<file path="config.mk">
export PLATFORM = sky130hd
export DESIGN_NAME = uart_rx_fifo_flat
export DESIGN_NICKNAME = d
export VERILOG_FILES = /design/src/rtl/uart_pkg.sv /design/src/rtl/veryl_Decoupled.sv /design/src/rtl/uart_fifo_mem.sv /design/src/rtl/uart_rx_fifo.sv /design/src/flat_wrapper.sv
export SDC_FILE = /design/constraint.sdc
export NUM_CORES = 1
export LEC_CHECK = 0
export ABC_AREA = 1
export BUFFER_PORTS_ARGS = -buffer_cell sky130_fd_sc_hd__buf_2
export CAP_MARGIN = 20
export CORE_ASPECT_RATIO = 1.1
export CORE_MARGIN = 1
export CORE_UTILIZATION = 38
export DETAILED_ROUTE_END_ITERATION = 16
export PLACE_DENSITY_LB_ADDON = 0.3
export SYNTH_ARGS = -nofsm -noshare
export SYNTH_HDL_FRONTEND = slang
export SYNTH_HIERARCHICAL = 1
export SYNTH_SLANG_ARGS = --single-unit
</file>
<file path="constraint.sdc">
create_clock -name i_clk -period 4.1 [get_ports i_clk]
set_input_delay 0.82 -clock i_clk [delete_from_list [all_inputs] [get_ports i_clk]]
set_output_delay 0.82 -clock i_clk [all_outputs]
set_load 0.005 [all_outputs]
</file>
<file path="src/rtl/uart_pkg.sv">
// Shared UART definitions: byte width and byte type, used by the TX/RX blocks and the RX FIFO.
package uart_pkg;
  localparam int unsigned UART_DATA_WIDTH = 8;
  typedef logic [UART_DATA_WIDTH-1:0] uart_byte_t;
endpackage

</file>
<file path="src/rtl/veryl_Decoupled.sv">
// Ready/valid byte channel; a transfer happens on any cycle with valid && ready.
interface veryl_Decoupled;
  import uart_pkg::*;
  logic       valid;
  logic       ready;
  uart_byte_t bits;
  modport sender   (output valid, output bits, input ready);
  modport receiver (input valid, input bits, output ready);
endinterface

</file>
<file path="src/rtl/uart_fifo_mem.sv">
// Unreset DEPTH x byte register array with one write port and one asynchronous read port.
module uart_fifo_mem
  import uart_pkg::*;
#(
  parameter int unsigned DEPTH = 16,
  localparam int unsigned PTR_W = $clog2(DEPTH)
) (
  input  logic             i_clk,
  input  logic             we,
  input  logic [PTR_W-1:0] waddr,
  input  uart_byte_t       wdata,
  input  logic [PTR_W-1:0] raddr,
  output uart_byte_t       rdata
);
  uart_byte_t mem [DEPTH];

  always_ff @(posedge i_clk) begin
    if (we) mem[waddr] <= wdata;
  end

  assign rdata = mem[raddr];
endmodule

</file>
<file path="src/rtl/uart_rx_fifo.sv">
// First-word-fall-through receive FIFO between the UART receiver and the CPU read port,
// with fill level, almost-full and a sticky overrun flag for the status register.
module uart_rx_fifo
  import uart_pkg::*;
#(
  parameter int unsigned DEPTH           = 16,
  parameter int unsigned ALMOST_FULL_LVL = 12,
  localparam int unsigned PTR_W = $clog2(DEPTH),
  localparam int unsigned CNT_W = $clog2(DEPTH + 1)
) (
  input  logic               i_clk,
  input  logic               i_rst,
  veryl_Decoupled.receiver   if_din,
  input  logic               i_rx_overrun,
  veryl_Decoupled.sender     if_dout,
  input  logic               i_flush,
  input  logic               i_clear_err,
  output logic [CNT_W-1:0]   o_count,
  output logic               o_almost_full,
  output logic               o_overrun_err
);
  logic [PTR_W-1:0] wr_ptr;
  logic [PTR_W-1:0] rd_ptr;
  logic [CNT_W-1:0] count;
  logic [CNT_W-1:0] count_nxt;
  logic             almost_full;
  logic             overrun_err;
  logic             push;
  logic             pop;
  uart_byte_t       rdata;

  // Handshake depends only on registered count, so a pop never frees a slot in the same cycle.
  assign if_din.ready  = (count != CNT_W'(DEPTH));
  assign if_dout.valid = (count != '0);
  assign if_dout.bits  = rdata;
  assign push          = if_din.valid && if_din.ready;
  assign pop           = if_dout.valid && if_dout.ready;

  uart_fifo_mem #(.DEPTH(DEPTH)) u_mem (
    .i_clk (i_clk),
    .we    (push && !i_flush),
    .waddr (wr_ptr),
    .wdata (if_din.bits),
    .raddr (rd_ptr),
    .rdata (rdata)
  );

  always_comb begin
    count_nxt = count;
    if (i_flush)           count_nxt = '0;
    else if (push && !pop) count_nxt = count + CNT_W'(1);
    else if (pop && !push) count_nxt = count - CNT_W'(1);
  end

  // Flush overrides any same-cycle push or pop.
  always_ff @(posedge i_clk or posedge i_rst) begin
    if (i_rst) begin
      wr_ptr      <= '0;
      rd_ptr      <= '0;
      count       <= '0;
      almost_full <= 1'b0;
    end else begin
      count       <= count_nxt;
      almost_full <= (count_nxt >= CNT_W'(ALMOST_FULL_LVL));
      if (i_flush) begin
        wr_ptr <= '0;
        rd_ptr <= '0;
      end else begin
        if (push) wr_ptr <= wr_ptr + PTR_W'(1);
        if (pop)  rd_ptr <= rd_ptr + PTR_W'(1);
      end
    end
  end

  // Sticky overrun: a new overrun beats a simultaneous clear; flush leaves it alone.
  always_ff @(posedge i_clk or posedge i_rst) begin
    if (i_rst)             overrun_err <= 1'b0;
    else if (i_rx_overrun) overrun_err <= 1'b1;
    else if (i_clear_err)  overrun_err <= 1'b0;
  end

  assign o_count       = count;
  assign o_almost_full = almost_full;
  assign o_overrun_err = overrun_err;
endmodule

</file>
<file path="src/flat_wrapper.sv">
// flat-port wrapper written by rule: the top's interface ports become plain ports
module uart_rx_fifo_flat import uart_pkg::*;
#(
  parameter int unsigned DEPTH           = 16,
  parameter int unsigned ALMOST_FULL_LVL = 12,
  localparam int unsigned PTR_W = $clog2(DEPTH),
  localparam int unsigned CNT_W = $clog2(DEPTH + 1)
)
  (i_clk, i_rst, i_rx_overrun, i_flush, i_clear_err, o_count, o_almost_full, o_overrun_err, if_din_valid, if_din_bits, if_din_ready, if_dout_valid, if_dout_bits, if_dout_ready);
  veryl_Decoupled if_din_i ();
  veryl_Decoupled if_dout_i ();
  input  logic i_clk;
  input  logic i_rst;
  input  logic i_rx_overrun;
  input  logic i_flush;
  input  logic i_clear_err;
  output logic [CNT_W-1:0] o_count;
  output logic o_almost_full;
  output logic o_overrun_err;
  input wire logic [$bits(if_din_i.valid)-1:0] if_din_valid;
  input wire logic [$bits(if_din_i.bits)-1:0] if_din_bits;
  output wire logic [$bits(if_din_i.ready)-1:0] if_din_ready;
  output wire logic [$bits(if_dout_i.valid)-1:0] if_dout_valid;
  output wire logic [$bits(if_dout_i.bits)-1:0] if_dout_bits;
  input wire logic [$bits(if_dout_i.ready)-1:0] if_dout_ready;
  assign if_din_i.valid = if_din_valid;
  assign if_din_i.bits = if_din_bits;
  assign if_din_ready = if_din_i.ready;
  assign if_dout_valid = if_dout_i.valid;
  assign if_dout_bits = if_dout_i.bits;
  assign if_dout_i.ready = if_dout_ready;
  uart_rx_fifo #(.DEPTH(DEPTH), .ALMOST_FULL_LVL(ALMOST_FULL_LVL)) u_core (.i_clk(i_clk), .i_rst(i_rst), .if_din(if_din_i), .i_rx_overrun(i_rx_overrun), .if_dout(if_dout_i), .i_flush(i_flush), .i_clear_err(i_clear_err), .o_count(o_count), .o_almost_full(o_almost_full), .o_overrun_err(o_overrun_err));
endmodule
</file>
**Word-level counts from Yosys, hierarchy flattened**

Memory sizes are Yosys's and may differ from the RTL's.
Cells that the tools add are included.

- Memories kept: 1
- Output and inout bits: 17
- Bits in registers: 15
- Memory bits (writable): 128
- Bits of input ports: 15

Memories:

| memory | words | width | rd ports | clocked after Yosys merged registers in | wr ports | RTL line | text |
|---|---|---|---|---|---|---|---|
| u_core.u_mem.mem | 16 | 8 | 1 | 0 | 1 | uart_fifo_mem.sv:15 | `uart_byte_t mem [DEPTH];` |

- Magnitude comparators: 1
- Add/sub/neg operators: 4
- Equality and inequality tests: 1
- Multiplexer cells: 11
- Reductions and logical operators: 12

Operators by type and width:

| operator | count |
|---|---|
| 4-bit 2-to-1 mux | 4 |
| 5-bit 2-to-1 mux | 3 |
| 4-bit by 1-bit adder with 4-bit output, second input constant | 2 |
| 2-bit nonzero test | 3 |
| 5-bit by 1-bit adder with 5-bit output, second input constant | 1 |
| 5-bit by 4-bit greater-or-equal comparator with 1-bit output, second input constant | 1 |
| 1-bit logical AND | 5 |
| 5-bit inequality test, second input constant | 1 |
| 5-bit nonzero test | 1 |
| 5-bit by 1-bit subtractor with 5-bit output, second input constant | 1 |
| 1-bit 2-to-1 mux | 4 |
| 1-bit zero test | 3 |

**Logic depth before layout (Yosys ltp)**

- Depth after elaboration: 8
- Mapped depth: 12
- Mapped depth without buffers: 12

**Modules after synthesis**

Netlist, hierarchy kept.

Modules (own cells, without submodules):

| module | sequential area each (µm²) | cells each | times used | area each (µm²) |
|---|---|---|---|---|
| uart_fifo_mem | 3843.7 | 543 | 1 | 5606.6 |
| uart_rx_fifo | 375.4 | 109 | 1 | 893.4 |

**Least setup slack after synthesis**

No wires, ideal clock.

- Kind: flip-flop to flip-flop
- Start: reg u_core.count[0] (netlist: u_core/o_count[0])
- End: mem u_core/u_mem/mem[12][0] in the netlist's numbering (enable)
- Path buffers: 0
- Stages on the path, launching flop included: 8
- Slack: 1962 ps
- Arrival: 1768 ps
- Required time: 3730 ps
- Cells stage by stage: dfrtp_1 inv_1 ha_1 nand3_2 nand2_4 nor2_1 nand3_1 nor2_1

- Word-level cells in the longest chain between the ends: 5

RTL lines:

| what | RTL line | text |
|---|---|---|
| start: declaration | uart_rx_fifo.sv:24 | `logic [CNT_W-1:0] count;` |
| start signal: assignment | uart_rx_fifo.sv:63 | `count <= count_nxt;` |
| 5-bit inequality test | uart_rx_fifo.sv:33 | `assign if_din.ready = (count != CNT_W'(DEPTH));` |
| net if_din_ready | flat_wrapper.sv:22 | `output wire logic [$bits(if_din_i.ready)-1:0] if_din_ready;` |
| 1-bit logical AND | uart_rx_fifo.sv:36 | `assign push = if_din.valid && if_din.ready;` |
| 1-bit logical AND | uart_rx_fifo.sv:41 | `.we (push && !i_flush),` |
| 1-bit 2-to-1 mux | uart_fifo_mem.sv:18 | `if (we) mem[waddr] <= wdata;` |
| 1-bit 2-to-1 mux (implied by the code) | uart_fifo_mem.sv:18 |  |
| end: declaration | uart_fifo_mem.sv:15 |  |

The timed path passes the listed nets, and every way through them passes these cells.

**Worst setup path after layout**

- Start: reg u_core.rd_ptr[0]
- End: out if_dout_bits[6]

- Word-level cells in the longest chain between the ends: 1

RTL lines:

| what | RTL line | text |
|---|---|---|
| start: declaration | uart_rx_fifo.sv:23 | `logic [PTR_W-1:0] rd_ptr;` |
| start signal: assignment | uart_rx_fifo.sv:70 | `if (pop) rd_ptr <= rd_ptr + PTR_W'(1);` |
| memory 16 x 8 bit | -- |  |
| end: declaration | flat_wrapper.sv:24 | `output wire logic [$bits(if_dout_i.bits)-1:0] if_dout_bits;` |

Every way passes these cells.

==> impl_metrics.py <==
metrics = {
    "run_status": {
        "status": "finished clean",
    },
    "global_route": {
        "track_usage_pct": 17.76,
        "antenna_found_initial": 0,
        "grt_pass1_vias": 4417,
        "overflow": 0,
        "grt_pass1_wl_um": 23390,
        "grt_max_degree": 68,
    },
    "place": {
        "routabilityCongestion": 0.8369,
        "dp_hpwl_um": 9354,
        "port_buffers": 31,
        "place_area_sq_mm": 0.006768,
        "pre_cts_slack_ps": 1387,
        "placed_cells": 866,
    },
    "clock_network": {
        "clk_latency_ps": 420,
        "cts_setup_buffers": 0,
        "cts_root_buffer": "clkbuf_16",
        "cts_max_path_buffers": 2,
        "post_cts_resized": 0,
        "numCtsBuffers": 17,
        "tritoncts": "done",
        "path_clk_slew_ps": 60,
        "cts_hold_buf": 0,
        "cts_sinks": 143,
        "htreeDepth": 4,
    },
    "pwr": {
        "max-vdd-ir-drop_uv": 305.0,
        "p_seq_share_pct": 42.6,
        "switchingPower_w": 0.001067,
        "leakage_nw": 3.230,
        "switching_share_pct": 27.23,
        "powerDensity_mw_per_mm2": 529.2,
        "clockPowerShare_pct": 40.9,
        "power_frac_comb_pct": 16.4,
        "intPower_w": 0.002853,
    },
    "hold_path": {
        "min_path_type": "input pin to async pin",
    },
    "worst_setup_path": {
        "crit_buf_inv": 2,
        "cp_slowest_stage_delay_ps": 570,
        "worstPathArrival_ps": 2140,
        "cp_max_fo": 67,
        "start_kind": "flop",
        "crit_top_cell": "nand2_1",
        "critPathTopFamily": "buffers and inverters",
        "required_ps": 3280,
        "critPathKind": "flop to output port",
        "cp_slowest_cell": "buf_4",
        "cp-end-kind": "output port",
        "worstPathCellList": "buf_4 -> nand2_1 -> nand2_1 -> nand2_1 -> nand3_1 -> nand3_1 -> nand2_1 -> buf_2",
    },
    "floorplanning": {
        "die_x_um": 126.7,
        "core_sq_mm": 0.01655,
        "die-area_sq_mm": 0.01763,
        "die_height_um": 139.2,
        "start_util_pct": 39.27,
        "io_pins": 32,
        "rows": 49,
    },
    "yosys": {
        "async_flop_share_pct": 10.49,
        "ys_seq_area_share_pct": 64.91,
        "synth_top_flop_cell": "edfxtp_1",
        "syn_area_sq_mm": 0.006500,
        "synth_edf_count": 128,
        "synth_cell_types": 27,
        "synth_nets": 671,
        "synth-seq-cells": 143,
        "syn_inst": 652,
        "synth_area_per_cell_sq_um": 9.969,
        "ys_warn_count": 6,
    },
    "detailed_routing": {
        "drtAntennaViolNets": 0,
        "first_iter_violations": 365,
        "routed_wirelength_um": 14790,
        "vias": 4421,
        "drt-wirelength-per-cell_um": 16.46,
        "remaining_drc_errors": 0,
        "drtPass1Iterations": 6,
        "vias_per_cell": 4.918,
    },
    "sta": {
        "layout_setup_ws_ps": 1142,
        "drv_slew": 0,
        "post-route-period-util_pct": 72.15,
        "rsz0062_at_grt": "false",
        "max_slew_margin_pct": 34.80,
        "worst_hold_slack_ps": 464.1,
        "hold_viol_final": 0,
        "finalSetupViolCount": 0,
        "finalSetupTns_ps": 0,
        "final.min_clock_period_ps": 2958,
        "skew_ps": 5.434,
        "fmax_mhz": 338.1,
        "worstMarginPinSlew_ps": 974.4,
    },
    "run": {
        "cap_violations": 0,
    },
    "cells_and_area": {
        "stdcell_count": 899,
        "nets": 701,
        "antennaDiodeCount": 0,
        "design_area_sq_mm": 0.007408,
        "area_delta_synth_final_pct": 13.98,
        "drive_gt1_share_pct": 12.23,
    },
}
-- cell usage after synthesis (2+ instances only) --
cell      count  area [sq um]
buf_6         6         67.56
o21ai_1       6         30.03
nand2_4       2         22.52
nand3b_1      2         15.01
nand3_1     108         540.5
ha_1          4         50.05
buf_4         4         30.03
inv_2         5         18.77
edfxtp_1    128          3844
dfrtp_1      15         375.4
a21oi_1       4         20.02
nand3_2       6         60.06
nor2_1       24         90.09
nand2_1     195         732.0
buf_2        13         65.06
inv_1       115         431.7
nor2_4        3         33.78
nor3_1        3         15.01
-- cell families (layout without fill, tap and decap cells) --
| kind of cell | count (synthesis) | in the layout | synth area share (%) |
|---|---|---|---|
| buf+inv | 146 | 189 | 9.644 |
| compound gates | 14 | 14 | 1.232 |
| fa+ha+maj | 4 | 4 | 0.7700 |
| simple gates | 344 | 344 | 23.31 |
| xor+xnor | 1 | 1 | 0.1348 |
| flops | 143 | 143 | 64.91 |
-- metrics by stage --
stage | power, W | util, %
floorplan | 0.002174 | -
detailed placement | 0.002335 | 40.88
CTS | 0.003946 | 44.63
global route | 0.004084 | 44.75
finish | 0.003920 | 44.75
global placement | 0.002321 | 40.88
-- power by group through the flow --
stage | clock network [W] | logic (W) | registers, W
after floorplan | 0 | 0.000478 | 0.00170
after global placement | 0 | 0.000622 | 0.00170
after detailed placement | 0 | 0.000633 | 0.00170
after CTS | 0.00164 | 0.000637 | 0.00167
after global routing | 0.00168 | 0.000724 | 0.00168
final | 0.00161 | 0.000644 | 0.00167
-- cell type report --
class	instances	area [sq um]
clock buffers	17	425.4
clock inverters	15	195.2
fillers	1569	9145
inverters	122	460.4
multi-input cells	363	1654
flip-flops and latches	143	4220
well taps	204	255.2
repair buffers	35	197.7
-- worst reg2reg max path, delay by kind of cell (launching register included) --
kind,cells,cell delay [ps]
simple gates,5,1500
flops,1,450
fa+ha+maj,1,280
buf+inv,1,70
-- placed cells by master (no fill, tap or decap) --
cell        count
a21oi_1         4
nand3b_1        2
inv_4           1
clkinv_4        3
nand2_1       195
o21bai_1        1
dfrtp_1        14
clkbuf_16      17
nor2_1         24
o21a_1          1
clkinvlp_4      4
clkinv_2        3
nor2_2          1
buf_12          1
clkinv_1        2
edfxtp_1      128
o211a_1         1
o21ai_1         6
nand3_2         6
ha_1            4
o21ai_0         1
buf_2          31
nand3_1       108
xor2_1          1
nor2_4          3
nand2_4         2
buf_4           3
dfrtp_2         1
bufinv_16       4
nor3_1          3
inv_2           5
inv_1         115
-- per-layer routing --
| metal | up-vias | track usage [%] | routed length (um) |
|---|---|---|---|
| met5 | - | 0 | 0 |
| met4 | 0 | 7.456 | 271 |
| met3 | 23 | 4.167 | 731 |
| met2 | 138 | 30.01 | 7374 |
| met1 | 2103 | 21.77 | 6416 |
| li1 | 2157 | - | - |
-- sequential cells by signal, summed over array words and instances (netlist names) --
| register | count |
|---|---|
| u_core/o_count | 5 |
| u_core/o_overrun_err | 1 |
| u_core/u_mem/mem | 128 |
| u_core/o_almost_full | 1 |
| u_core/wr_ptr | 4 |
| u_core/rd_ptr | 4 |
-- final timing paths --
check	startpoint	depth (start not counted)	to	slack (ps)
max	u_core/rd_ptr[0]	8	if_dout_bits[6]	1140
min	i_rst	2	u_core/o_count[4]	460
min reg2reg	u_core/o_overrun_err	2	u_core/o_overrun_err	530
max in group asynchronous	i_rst	2	u_core/rd_ptr[0]	3200
max reg2reg	u_core/o_count[0]	7	u_core/u_mem/mem[7][2]	1410
min in group i_clk	u_core/o_overrun_err	2	u_core/o_overrun_err	530
(Power assumes the default switching activity.)
